**config.mk**
```make
export PLATFORM = sky130hd
export DESIGN_NAME = ldr_writeback_queue
export DESIGN_NICKNAME = d
export VERILOG_FILES = /design/src/rtl/ldr_writeback_queue.sv
export SDC_FILE = /design/constraint.sdc
export NUM_CORES = 1
export LEC_CHECK = 0
export ABC_AREA = 1
export CAP_MARGIN = 40
export CELL_PAD_IN_SITES_DETAIL_PLACEMENT = 1
export CELL_PAD_IN_SITES_GLOBAL_PLACEMENT = 1
export CORE_UTILIZATION = 52
export DETAILED_ROUTE_END_ITERATION = 16
export DONT_BUFFER_PORTS = 1
export PLACE_DENSITY = 0.92
export SLEW_MARGIN = 30
export SYNTH_ARGS = -nofsm -noshare
export SYNTH_HDL_FRONTEND = slang
export SYNTH_SLANG_ARGS = --single-unit
```
**constraint.sdc**
```tcl
create_clock -name clk -period 5.75 [get_ports clk]
set_clock_uncertainty 0.15 [all_clocks]
set_input_delay 0.575 -clock clk [delete_from_list [all_inputs] [get_ports clk]]
set_output_delay 0.575 -clock clk [all_outputs]
set_load 0.05 [all_outputs]
```
**src/rtl/ldr_writeback_queue.sv**
```systemverilog
// Writeback-stage load queue: decodes loads, buffers them in a DEPTH-entry FIFO and
// shares one register-file write port with the ALU path, which always wins.
module ldr_writeback_queue #(
    parameter int DEPTH      = 4,
    parameter int DATA_W     = 32,
    parameter int REG_ADDR_W = 4,
    parameter int CNT_W      = $clog2(DEPTH + 1)
) (
    input  logic                  clk,
    input  logic                  rst,
    input  logic                  ld_valid_in,
    input  logic [6:0]            opcode_in,
    input  logic [REG_ADDR_W-1:0] ld_rd_in,
    input  logic [DATA_W-1:0]     ld_data_in,
    input  logic                  alu_w_en_in,
    input  logic [REG_ADDR_W-1:0] alu_rd_in,
    input  logic [DATA_W-1:0]     alu_data_in,
    output logic                  rf_w_en,
    output logic [REG_ADDR_W-1:0] rf_w_addr,
    output logic [DATA_W-1:0]     rf_w_data,
    output logic                  w_en_ldr,
    output logic                  ld_stall,
    output logic                  q_full,
    output logic                  q_empty,
    output logic [CNT_W-1:0]      q_count,
    input  logic [REG_ADDR_W-1:0] probe_addr,
    output logic                  probe_hit
);

    localparam int PTR_W = (DEPTH > 1) ? $clog2(DEPTH) : 1;

    logic [REG_ADDR_W-1:0] rd_mem   [DEPTH];
    logic [DATA_W-1:0]     data_mem [DEPTH];
    logic [DEPTH-1:0]      live;
    logic [PTR_W-1:0]      wr_ptr;
    logic [PTR_W-1:0]      rd_ptr;
    logic [CNT_W-1:0]      count;

    logic is_load;
    logic accept;
    logic conflict;
    logic pop;
    logic bypass;
    logic push;

    // Handshake: ld_valid_in is a valid with no ready wire; ld_stall acts as !ready,
    // and a load offered while ld_stall is high is dropped, so upstream must hold it.
    assign is_load  = (opcode_in[6:4] == 3'b110) || (opcode_in[6:3] == 4'b1000);
    assign q_full   = (count == CNT_W'(DEPTH));
    assign q_empty  = (count == '0);
    assign ld_stall = q_full;
    assign q_count  = count;

    assign accept   = ld_valid_in && is_load && !q_full;
    // A load paired with an ALU write to the same rd is older and is discarded.
    assign conflict = alu_w_en_in && accept && (ld_rd_in == alu_rd_in);
    assign pop      = !alu_w_en_in && !q_empty;
    assign bypass   = !alu_w_en_in && q_empty && accept;
    assign push     = accept && !conflict && !bypass;

    always_comb begin
        probe_hit = 1'b0;
        for (int i = 0; i < DEPTH; i++) begin
            if (live[i] && (rd_mem[i] == probe_addr)) probe_hit = 1'b1;
        end
    end

    always_ff @(posedge clk) begin
        if (push) begin
            rd_mem[wr_ptr]   <= ld_rd_in;
            data_mem[wr_ptr] <= ld_data_in;
        end
    end

    always_ff @(posedge clk) begin
        if (rst) begin
            live   <= '0;
            wr_ptr <= '0;
            rd_ptr <= '0;
            count  <= '0;
        end else begin
            // Kill first; a push into the free slot below overrides its cleared bit.
            for (int i = 0; i < DEPTH; i++) begin
                if (alu_w_en_in && (rd_mem[i] == alu_rd_in)) live[i] <= 1'b0;
            end
            if (pop) begin
                live[rd_ptr] <= 1'b0;
                rd_ptr       <= rd_ptr + 1'b1;
            end
            if (push) begin
                live[wr_ptr] <= 1'b1;
                wr_ptr       <= wr_ptr + 1'b1;
            end
            case ({push, pop})
                2'b10:   count <= count + 1'b1;
                2'b01:   count <= count - 1'b1;
                default: count <= count;
            endcase
        end
    end

    always_ff @(posedge clk) begin
        if (rst) begin
            rf_w_en   <= 1'b0;
            w_en_ldr  <= 1'b0;
            rf_w_addr <= '0;
            rf_w_data <= '0;
        end else if (alu_w_en_in) begin
            rf_w_en   <= 1'b1;
            w_en_ldr  <= 1'b0;
            rf_w_addr <= alu_rd_in;
            rf_w_data <= alu_data_in;
        end else if (!q_empty) begin
            rf_w_en  <= live[rd_ptr];
            w_en_ldr <= live[rd_ptr];
            if (live[rd_ptr]) begin
                rf_w_addr <= rd_mem[rd_ptr];
                rf_w_data <= data_mem[rd_ptr];
            end
        end else if (accept) begin
            rf_w_en   <= 1'b1;
            w_en_ldr  <= 1'b1;
            rf_w_addr <= ld_rd_in;
            rf_w_data <= ld_data_in;
        end else begin
            rf_w_en  <= 1'b0;
            w_en_ldr <= 1'b0;
        end
    end

endmodule
```
-- Word-level counts from Yosys, hierarchy flattened
Memory sizes are Yosys's and may differ from the RTL's. A register that Yosys moved wholly into a read port is not among the register bits.
Cells that the tools add are included.
- reductions and logical operators: 30
- mux-type cells: 39
- add/subtract/negate cells: 4
- eq/ne operators: 15
- div/mod/pow operators: 0
- order comparisons: 4
- shift-type cells: 0
- multipliers: 0
- bitwise operators: 3
- operators with widths (cell ; number):
    32-bit 2-to-1 mux ; 4
    4-bit == test ; 9
    4-bit 2-to-1 mux ; 7
    1-bit 2-to-1 mux ; 20
    1-bit logical AND ; 19
    2-bit 2-to-1 mux ; 4
    3-bit == test, second input constant ; 2
    2-bit by 3-bit < comparator with 1-bit output, second input constant ; 2
    3-bit one-hot mux with 2 select lines ; 1
    1-bit zero test ; 5
    2-bit by 1-bit adder with 2-bit output, second input constant ; 2
    4-bit bitwise AND ; 1
    1-bit demux with 2-bit select ; 2
    4-bit == test, second input constant ; 1
    2-bit by 1-bit greater-or-equal comparator with 1-bit output, second input constant ; 2
    4-bit NOT ; 1
    4-bit OR ; 1
    3-bit by 1-bit adder with 3-bit output, second input constant ; 1
    3-bit zero test ; 1
    3-bit by 2-bit inequality test with 1-bit output, second input constant ; 1
    3-bit nonzero test ; 1
    3-bit by 1-bit subtractor with 3-bit output, second input constant ; 1
    1-bit binary-select mux with 2-bit select ; 1
    2-bit by 1-bit == test with 1-bit output, second input constant ; 1
    5 further kinds ; 5
- output and inout bits: 45
- memories kept: 2
- input port bits: 87
- bits in writable memories: 144
- latch bits: 0
- bits in registers: 49
- word-level logic and storage cells: 105
- bits in read-only memories: 0
- memories (name ; depth ; bits a word ; read ports ; clocked after Yosys merged registers in ; wr ports ; RTL line ; text):
    data_mem ; 4 ; 32 ; 1 ; 1 ; 1 ; 33 ; logic [DATA_W-1:0] data_mem [DEPTH];
    rd_mem ; 4 ; 4 ; 5 ; 1 ; 1 ; 32 ; logic [REG_ADDR_W-1:0] rd_mem [DEPTH];

-- Depth between registers and ports, before layout
- depth after elaboration: 11
- gate-level depth with buffers: 13
- mapped depth without buffers: 12

-- Worst setup path after synthesis
No wires, ideal clock.
- path type: register to register
- start: register count[0], in the netlist q_count[0]
- end: memory data_mem[0][0], enable pin
- path buffers: 0
- data arrival time: 2138 ps
- setup slack: 3071 ps
- period minus slack after synthesis: 2679 ps
- data required time: 5209 ps
- library setup time: 391 ps
- cell stages (with the launch flop): 7
- cell sequence: dfxtp_1 nor2_4 nand2_2 nor2_8 nor2_2 nand3_1 inv_1
- longest elaborated chain between the ends: 10
- elaborated cells between the ends (all ways): 14
- classes of those cells: eq/ne (1); mux (2); reduce/logical (11)
- RTL lines (element ; RTL line ; text):
    start: declaration ; 37 ; logic [CNT_W-1:0] count;
    start signal: assignment ; 95 ; 2'b10: count <= count + 1'b1;
    start signal: assignment ; 96 ; 2'b01: count <= count - 1'b1;
    start signal: assignment ; 97 ; default: count <= count;
    3-bit == test ; 49 ; assign q_full = (count == CNT_W'(DEPTH));
    1-bit zero test ; 54 ; assign accept = ld_valid_in && is_load && !q_full;
    1-bit logical AND ; 54 ;
    1-bit logical AND (2 in series) ; 56 ; assign conflict = alu_w_en_in && accept && (ld_rd_in == alu_rd_in);
    1-bit zero test ; 59 ; assign push = accept && !conflict && !bypass;
    1-bit logical AND ; 59 ;
    1-bit logical AND * ; 59 ;
    1-bit 2-to-1 mux * ; 69 ; if (push) begin
    1-bit 2-to-1 mux (not written as such) * ; 71 ; data_mem[wr_ptr] <= ld_data_in;
    end: declaration ; 33 ;
Every way passes the cells marked *; elsewhere a longest branch is shown, timed or not.

-- Worst setup path after layout
- start: register count[0], in the netlist q_count[0]
- end: memory data_mem[0][13], enable pin
Same word-level chain as after synthesis.

==> impl_metrics.py <==
metrics = {
    "status": {
        "status": "complete, no violations",
    },
    "pwr": {
        "max-vdd-ir-drop_uv": 281,
        "p_int_mw": 2.64,
        "combPwrFrac": 0.276,
        "seqPwrFrac": 0.469,
        "p_per_area_mw_per_mm2": 481,
        "p_sw_mw": 2.08,
        "power.share.clock": 0.254,
        "leakage_nw": 4.15,
        "p_sw_frac": 0.440,
        "p_total_mw": 4.72,
    },
    "critical_path": {
        "crit_slowest_cell": "clkinv_1",
        "crit_chain": "nor2_4 > nand2_2 > nor2_8 > nor2_2 > nand3_1 > clkinv_1 > buf_4",
        "slowest_delay_ps": 580,
        "endpoint_kind": "flip-flop",
        "critPathMaxFanout": 27,
        "crit_type": "flip-flop to flip-flop",
        "crit_arrival_ps": 3550,
        "setup.worst_path.start_class": "flip-flop",
        "required_ps": 5760,
    },
    "yosys": {
        "synth_edf_count": 144,
        "ys_ff_latch": 195,
        "synthSimpleGateAreaFrac": 0.268,
        "syn_inst": 1053,
        "netlist.area_leader.share": 0.475,
        "synth_seq_area_share": 0.588,
        "synth_top_family_by_area": "simple AND/OR/NAND/NOR gates",
        "synth.area.mux_share": 0,
        "netlist_top_cells_area": "edfxtp_1 48%, nand2_1 14%, dfxtp_1 11%, nand3_1 6.0%, inv_1 5.0%",
        "synth_ff_type": "edfxtp_1",
        "synthAdderAreaFrac": 0.0146,
        "syn_area_mm2": 0.00910,
        "syn_nets": 1150,
        "yosys.area_share.xor_xnor": 0.00963,
        "synth_cell_type_count": 31,
        "ys_async_sr_fraction": 0,
        "synth_compound_area_frac": 0.0414,
        "yosys.area.top_type": "edfxtp_1",
        "avgSynthCellArea_um2": 8.64,
        "yosysWarnings": 0,
    },
    "cells_and_area": {
        "ff_latch_area_mm2": 0.00535,
        "syn2layout_area_growth_pct": 7.73,
        "multi_input_area_mm2": 0.00304,
        "antenna_cells": 0,
        "instances_no_fill": 1263,
        "num-fill-cells": 1953,
        "nets": 1127,
        "drive_gt1_frac": 0.0499,
        "final_util": 0.583,
        "layout_commonest_cell": "nand2_1",
        "mostFrequentLayoutCells": "348 x nand2_1, 144 x edfxtp_1, 117 x inv_1",
    },
    "sta": {
        "fin_crit_ps": 3540,
        "finalHoldViolations": 0,
        "maxSlewViolCount": 0,
        "fin_setup_tns_ps": 0,
        "fmax_mhz": 283,
        "rsz0062_at_grt": "false",
        "post-route-period-util": 0.615,
        "worst_slew_pin_slew_ps": 843,
        "maxSlewHeadroom": 0.438,
        "setup_violations": 0,
    },
    "clock_network": {
        "clk_pin_slew_ps": 70,
        "cts_buffer_depth": 2,
        "cts_max_level": 4,
        "postCtsHoldBufs": 0,
        "clock_latency_ps": 450,
        "numClockSinks": 195,
        "cts_inserted_buffers": 17,
        "cts_tree": "yes",
        "cts_root_buf": "clkbuf_16",
        "ctsResizeCount": 0,
        "cts_setup_buffers": 0,
    },
    "grt": {
        "grt_max_degree": 75,
        "grt_pass1_wl_mm": 41.1,
        "grtUsageTotal": 0.304,
        "grt_overflow": 0,
        "grt_pass1_vias": 7727,
        "antenna_found_initial": 0,
    },
    "detailed_routing": {
        "drc": 0,
        "num_vias": 7282,
        "wl_met3_mm": 1.80,
        "via_per_inst": 5.77,
        "wl_met2_mm": 13.4,
        "drt_iter0_drc": 554,
        "top_layer_used": "met4",
        "antenna_left": 0,
        "drt_wl_total_mm": 26.2,
        "post_drt_wl_per_cell_um": 20.8,
        "wl_met1_mm": 10.4,
        "drt_pass1_iterations": 5,
    },
    "placement": {
        "place_inst": 1231,
        "gp_congestion": 0.831,
        "io_buffers": 0,
        "dp_hpwl_mm": 16.0,
    },
    "die": {
        "fp.coreArea_mm2": 0.0168,
        "die_y_um": 134,
        "start_util": 0.541,
        "io_pins": 132,
        "fp-row-count": 47,
        "fp.dieArea_mm2": 0.0180,
        "die_x_um": 134,
    },
    "hold_path": {
        "hp-class": "input pin to flip-flop",
    },
    "run": {
        "drv_cap": 0,
    },
}
routing by layer:
metal	global-route usage	up-vias
li1	-	3337
met1	0.370	3591
met2	0.529	295
met3	0.0661	59
met4	0.110	0
met5	0	-
worst max-delay path: cells and delay by family (launching register included):
kind,cells,cell delay [ps]
flops,1,540
buf+inv,2,1090
simple gates,5,1440
flip-flops by register name, summed over array words and instances (netlist names), named ones only:
register and cells:
data_mem 128, live 4, q_count 3, rd_mem 16
rd_ptr 2, rf_w_addr 4, rf_w_data 32, rf_w_en 1
w_en_ldr 1, wr_ptr 2
final cells by class:
class / count / area share
inverter: 125 / 0.0479
clock buffer: 18 / 0.0438
tap: 220 / 0.0281
sequential: 195 / 0.546
multi-input combinational: 681 / 0.310
timing repair buffer: 10 / 0.00766
clock inverter: 14 / 0.0166
synth_stat cells (2+ instances only):
cell	n
o21ai_0	28
ha_1	9
o211ai_1	3
edfxtp_1	144
buf_2	23
nand3b_1	2
nand4_1	16
nor2_1	107
nand3_1	109
xnor2_1	9
dfxtp_1	51
inv_1	121
o22ai_1	5
nand2_1	348
clkbuf_1	21
nand2_2	2
buf_4	5
a21oi_1	35
inv_2	3
stage by stage:
| step | worst slack [ps] | cell area (µm²) | hold slack [ps] |
|---|---|---|---|
| 2_1_floorplan | 3070 | 9100 | 348 |
| 3_3_place_gp | 2270 | 9210 | 369 |
| 3_5_place_dp | 2210 | 9210 | 387 |
| 4_1_cts | 2200 | 9800 | 38.3 |
| 5_1_grt | 2000 | 9800 | 43.6 |
| 6_report | 2210 | 9800 | 51.0 |
power by group through the flow:
stage | combinational (mW) | sequential (mW) | clock, mW
finish | 1.30 | 2.21 | 1.20
global route | 1.46 | 2.23 | 1.26
CTS | 1.31 | 2.22 | 1.21
detailed placement | 1.26 | 2.25 | 0
global placement | 1.19 | 2.24 | 0
floorplan | 0.990 | 2.21 | 0
kinds of logic after synthesis:
| family | after synthesis |
|---|---|
| flip-flops | 195 |
| AO/OA/AOI/OAI | 72 |
| adder cells (fa/ha/maj) | 10 |
| XOR/XNOR | 10 |
| AND/OR/NAND/NOR | 589 |
| buffers and inverters | 177 |
worst paths after layout:
| check | to | slack [ps] | cells past startpoint | start |
|---|---|---|---|---|
| max | data_mem[0][13] | 2210 | 7 | q_count[0] |
| min | live[3] | 50 | 1 | rst |
| max reg2reg | data_mem[0][13] | 2210 | 7 | q_count[0] |
| min reg2reg | live[2] | 410 | 4 | live[2] |
Note: power is estimated with default switching activity, not from simulation.
